`src/rtl/round_robin_rotating_arbiter.sv`:
```
// round_robin_rotating_arbiter: rotate-encode-rotate round-robin arbiter with a
// valid/ready grant handshake that locks a stalled grant until it is accepted.
module round_robin_rotating_arbiter #(
    parameter int SIZE = 8,
    localparam int INDEX_WIDTH = $clog2(SIZE)
) (
    input  logic                   clock,
    input  logic                   reset,
    input  logic [SIZE-1:0]        requests,
    output logic [SIZE-1:0]        grant,
    output logic [INDEX_WIDTH-1:0] grant_index,
    output logic                   grant_valid,
    input  logic                   grant_ready,
    output logic [INDEX_WIDTH-1:0] priority_pointer
);
    localparam logic [INDEX_WIDTH:0]   SIZE_W = (INDEX_WIDTH+1)'(SIZE);
    localparam logic [INDEX_WIDTH-1:0] LAST   = INDEX_WIDTH'(SIZE-1);
    logic [INDEX_WIDTH-1:0] pointer, locked_index, first, arb_index;
    logic                   locked, lock_active;
    logic [2*SIZE-1:0]      right_dbl, left_dbl;
    logic [SIZE-1:0]        rotated, first_oh, arb_grant, lock_grant;
    logic [INDEX_WIDTH:0]   index_sum;
    assign right_dbl = {requests, requests} >> pointer;
    assign rotated   = right_dbl[SIZE-1:0];
    assign first_oh  = rotated & (~rotated + SIZE'(1));
    always_comb begin
        first = '0;
        for (int i = SIZE-1; i >= 0; i--)
            if (rotated[i]) first = INDEX_WIDTH'(i);
    end
    assign left_dbl  = {first_oh, first_oh} << pointer;
    assign arb_grant = left_dbl[2*SIZE-1:SIZE];
    assign index_sum = {1'b0, first} + {1'b0, pointer};
    assign arb_index = rotated == '0 ? '0
                     : index_sum >= SIZE_W ? INDEX_WIDTH'(index_sum - SIZE_W)
                     : index_sum[INDEX_WIDTH-1:0];
    // A lock whose requester has dropped is ignored so arbitration recovers
    assign lock_active = locked & requests[locked_index];
    assign lock_grant  = SIZE'(1) << locked_index;
    assign grant            = lock_active ? lock_grant : arb_grant;
    assign grant_index      = lock_active ? locked_index : arb_index;
    assign grant_valid      = lock_active | (|requests);
    assign priority_pointer = pointer;
    always_ff @(posedge clock or posedge reset) begin
        if (reset) begin
            pointer      <= '0;
            locked       <= 1'b0;
            locked_index <= '0;
        end else if (grant_valid && grant_ready) begin
            pointer <= grant_index == LAST ? '0 : grant_index + 1'b1;
            locked  <= 1'b0;
        end else if (grant_valid) begin
            locked       <= 1'b1;
            locked_index <= grant_index;
        end else begin
            locked <= 1'b0;
        end
    end
endmodule

```
`config.mk`:
```
export PLATFORM = sky130hd
export DESIGN_NAME = round_robin_rotating_arbiter
export DESIGN_NICKNAME = d
export VERILOG_FILES = /design/src/rtl/round_robin_rotating_arbiter.sv
export SDC_FILE = /design/constraint.sdc
export NUM_CORES = 1
export LEC_CHECK = 0
export ABC_AREA = 0
export BUFFER_PORTS_ARGS = -buffer_cell sky130_fd_sc_hd__buf_2
export CAP_MARGIN = 30
export CORE_ASPECT_RATIO = 0.8
export CORE_UTILIZATION = 35
export DETAILED_ROUTE_END_ITERATION = 8
export GPL_TIMING_DRIVEN = 0
export PLACE_DENSITY_LB_ADDON = 0.2
export SLEW_MARGIN = 5
export SYNTH_ARGS = -nofsm -noshare
export SYNTH_HDL_FRONTEND = slang
export SYNTH_SLANG_ARGS = --single-unit
```
`constraint.sdc`:
```
create_clock -name clock -period 5.8 [get_ports clock]
set_clock_uncertainty 0.15 [all_clocks]
set_input_delay 0.87 -clock clock [delete_from_list [all_inputs] [get_ports clock]]
set_output_delay 0.87 -clock clock [all_outputs]
set_load 0.005 [all_outputs]
```
; ---- Yosys cells after proc, flatten, opt, wreduce, memory -nomap -nowiden
; Index checks and enable logic that the tools add are counted.
[classes]
addsub = 4
order_cmp = 2
eq_ne = 1
shift = 3
mux = 17
bitwise = 5
reduce_logical = 4
[ops]
columns = operator, count
row1 = two-way mux 3 bit, 12
row2 = left shift 16 x 3 -> 16 bit, 1
row3 = >> shifter 16 x 3 -> 8 bit, 1
row4 = "adder 8 x 1 -> 8 bit, second input constant", 1
row5 = AND 8 bit, 1
row6 = zero test 8 bit, 1
row7 = two-way mux 8 bit, 1
row8 = inverter 8 bit, 1
row9 = OR reduction 8 bit, 1
row10 = "left shift 1 x 3 -> 8 bit, first input constant", 1
row11 = adder 3 x 3 -> 4 bit, 1
row12 = ">= comparator 4 bit, second input constant", 1
row13 = "< comparator 3 x 4 -> 1 bit, second input constant", 1
row14 = "adder 3 x 1 -> 3 bit, second input constant", 1
row15 = binary-select mux 1 bit (select 3 bit), 1
row16 = "== test 3 bit, second input constant", 1
row17 = two-way mux 1 bit, 3
row18 = "subtractor 3 x 1 -> 3 bit, second input constant", 1
row19 = AND reduction 2 bit, 1
row20 = AND 1 bit, 1
row21 = logical AND 1 bit, 1
row22 = inverter 1 bit, 1
row23 = OR 1 bit, 1
[totals]
ff_bits = 7
in_bits = 11
output_inout_bits = 15
word_cells = 39

; ---- Logic depth before layout (Yosys ltp)
[depth]
ltp_word = 16
ltp_mapped = 15
mapped_depth_nobuf = 14

; ---- Least setup slack after synthesis
; OpenSTA, ideal clock, no wires.
[synth_path]
kind = input -> output
startpoint = input port requests[3]
endpoint = output port grant_index[2]
arrival_time_ns = 3.248
t_required_ns = 4.780
slack_ns = 1.532
path_stages = 12
n_path_buf = 0
cell_sequence = mux4_2 -> mux2i_1 -> nand2_1 -> a21oi_1 -> o21ai_0 -> a21oi_1 -> ha_1 -> inv_1 -> fa_1 -> xor2_1 -> xnor2_1 -> o31ai_1
[synth_between]
elab_chain_len = 14
word_cells_on_any_way = 19
classes_between = add/sub: 2 / order compare: 1 / shift: 1 / mux: 13 / bitwise: 1 / reduce/logical: 1
[synth_rtl]
columns = element, line
row1 = "start, declared", 9  ; input logic [SIZE-1:0] requests,
row2 = >> shifter 16 x 3 -> 8 bit, 23  ; assign right_dbl = {requests, requests} >> pointer;
row3 = two-way mux 3 bit (8 in a row), 29  ; if (rotated[i]) first = INDEX_WIDTH'(i);
row4 = adder 3 x 3 -> 4 bit, 33  ; assign index_sum = {1'b0, first} + {1'b0, pointer};
row5 = >= comparator 4 bit / subtractor 3 x 1 -> 3 bit (equally long branches), 35  ; : index_sum >= SIZE_W ? INDEX_WIDTH'(index_sum - SIZE_W)
row6 = two-way mux 3 bit, 35
row7 = two-way mux 3 bit, 34  ; assign arb_index = rotated == '0 ? '0
row8 = two-way mux 3 bit *, 41  ; assign grant_index = lock_active ? locked_index : arb_index;
row9 = "end, declared", 11  ; output logic [INDEX_WIDTH-1:0] grant_index,
; Every way passes the cells marked *; elsewhere a longest branch is shown, timed or not. The select of a mux whose other input is x is not followed.

; ---- Final worst setup path
; Same ends and word-level chain as after synthesis.

==> flow_summary.json <==
{
  "antenna_cells": 0,
  "dp_hpwl_um": 3440,
  "hold_slack_ps": 430,
  "min_period_ps": 5020,
  "yosys.area.top_type": "mux4_2",
  "drt-total-wl_um": 4340,
  "worstPathArrival_ps": 4000,
  "track_usage_pct": 20.7,
  "route.detailed.drc": 0,
  "gp_congestion": 0.844,
  "ys_warn_count": 0,
  "syn_area_um2": 1450,
  "fin_cells": 248,
  "first_iter_violations": 138,
  "grt_max_degree": 11,
  "rr_startpoint": "priority_pointer[0]",
  "num_rows": 20,
  "synthArstFlopShare_pct": 100,
  "power.density_nw_per_um2": 718,
  "crit_path_end": "grant_index[2]",
  "final_nets": 209,
  "htree_levels": 1,
  "hold_violations": 0,
  "clk-insertion-delay-late_ps": 230,
  "relSlewSlack_pct": 61.4,
  "slew_viol_final": 0,
  "start_util_pct": 37.4,
  "setup_tns_ps": 0,
  "crit_type": "in -> out",
  "clk_pin_slew_ps": 40,
  "synth_top_area_share_pct": 18.6,
  "rrSetupSlack_ps": 1560,
  "portBuffers": 25,
  "critPathMaxStageDelay_ps": 530,
  "synth_area_leaders": "mux4_2, dfrtp_1, mux2_2",
  "drt-vias-per-instance": 6.00,
  "syn_nets": 179,
  "ios": 26,
  "finalCritPeriodShare_pct": 86.5,
  "fmaxAchievable_ghz": 0.199,
  "fp.dieW_um": 74.0,
  "place_inst": 244,
  "postCtsSetupBuffers": 0,
  "setup_viol": 0,
  "fin_area_um2": 1690,
  "yosysSeqAreaShare_pct": 12.1,
  "die_h_um": 59.6,
  "power_leakage_nw": 0.647,
  "grt_overflow": 0,
  "reg2reg_to": "priority_pointer[2]",
  "yosys-top-cells-count": "nand2_1, mux4_2, nor2_1",
  "irDropWorstVdd_uv": 290,
  "post-synth-top-count-cell": "nand2_1",
  "drive_gt1_share_pct": 32.6,
  "cp_slowest_cell": "mux4_2",
  "dieArea_um2": 4410,
  "avgSynthCellArea_um2": 8.85,
  "place_area_um2": 1650,
  "cp_cell_sequence": "buf_2, mux4_2, mux2i_1, nand2_1, a21oi_1, o21ai_0, a21oi_1, ha_1, inv_1, fa_1, xor2_1, xnor2_1, o31ai_1, buf_2",
  "rsz0062_at_grt": "no",
  "tightest_slew_ps": 579,
  "final_antenna_net_count": 0,
  "wl_per_cell_um": 17.5,
  "clockBufferDepth": 2,
  "synth_cell_types": 50,
  "cts.repair.resized": 0,
  "grt_pass1_vias": 1335,
  "hold_path.class": "in -> async",
  "yosys_most_used_dff": "dfrtp_1",
  "worst_setup_path_start_kind": "input port",
  "cts_tree": "yes",
  "root_buffer": "clkbuf_8",
  "crit_required_ps": 4780,
  "syn_to_final_growth_pct": 16.5,
  "synthCells": 164,
  "cts_hold_buf": 0,
  "r2r.worst_path.cells": 15,
  "cts.sinks": 7,
  "core-area_um2": 3880,
  "end_kind": "output pin",
  "ys_seq_elements": 7,
  "dr.pass1.iters": 4,
  "grt_antenna_before_repair": 0,
  "path_max_fanout": 7,
  "synth_edf_count": 0,
  "crit_path_start": "requests[3]",
  "numCtsBuffers": 3,
  "status": "complete, no violations",
  "dr_total_vias": 1487,
  "grt_pass1_wl_um": 7000,
  "drv_cap": 0
}
-- final cells by class --
type                    instances  area [um2]
fillers                       398        2190
well taps                      55        68.8
clock buffers                   4        45.0
plain buffers                  11        58.8
repair buffers                 25         125
flip-flops and latches          7         175
inverters                       8        30.0
multi-input cells             138        1190
-- registers in the layout, indices dropped and copies added, names as in the netlist --
signal	flops
priority_pointer	3
locked_index	3
locked	1
-- critical path, delay by kind of cell --
| kind | cells | cell delay [ps] |
|---|---|---|
| adder cells (fa/ha/maj) | 2 | 530 |
| AND/OR/NAND/NOR | 1 | 100 |
| multiplexers | 2 | 950 |
| AO/OA/AOI/OAI | 4 | 850 |
| buffers and inverters | 3 | 390 |
| XOR/XNOR | 2 | 310 |
-- cell families after synthesis --
group,count (synthesis),share of synthesized area [%]
and+or+nand+nor,55,20.2
AOI/OAI and AO/OA,47,23.3
muxes,29,32.6
buffers and inverters,19,6.12
DFF,7,12.1
adders and majority gates,4,3.97
xor gates and xnor gates,3,1.81
-- metal layers --
layer  share of wire (%)  GRT usage [%]  vias to the layer above
li1                    -              -                      701
met1                  50           32.7                      729
met2                  44           31.7                       55
met3                 5.7           2.72                        2
met4               0.092              0                        0
met5                   0              0                        -
-- power by group --
part	leakage, nW	internal [mW]	total (mW)	switching (mW)
clock network	0.0228	0.0476	0.0691	0.0215
logic	0.540	0.456	1.05	0.598
registers	0.0840	0.0737	0.0907	0.0169
-- cell usage in the layout, fill, tap and decap left out, types with 4 or more instances in the layout --
master,instances
mux4_2,12
o211ai_1,5
nor4_1,4
mux2i_1,5
o21ai_0,9
or3_1,4
nand3_1,8
dfrtp_1,7
o31ai_1,5
clkbuf_1,6
inv_1,7
nor2_1,11
buf_2,27
nand2_1,13
mux2_2,9
a21oi_1,9
-- worst min path at each step --
stage | end | start | slack, ps | cells past startpoint
after floorplan | locked_index[2] | locked_index[2] | 420 | 1
after global routing | priority_pointer[2] | reset | 450 | 2
after global placement | locked_index[2] | locked_index[2] | 480 | 1
after CTS | locked_index[0] | reset | 430 | 2
after detailed placement | locked_index[2] | locked_index[2] | 500 | 1
final | locked_index[0] | reset | 430 | 2
-- stage by stage --
step	total power [mW]	utilization, %	setup slack (ps)
after CTS	1.21	43.6	833
after detailed placement	1.13	42.4	835
after global placement	1.10	42.4	875
after floorplan	0.854	-	1530
after global routing	1.33	43.6	574
final	1.21	43.6	780
Power figures use the tool's default switching activity.
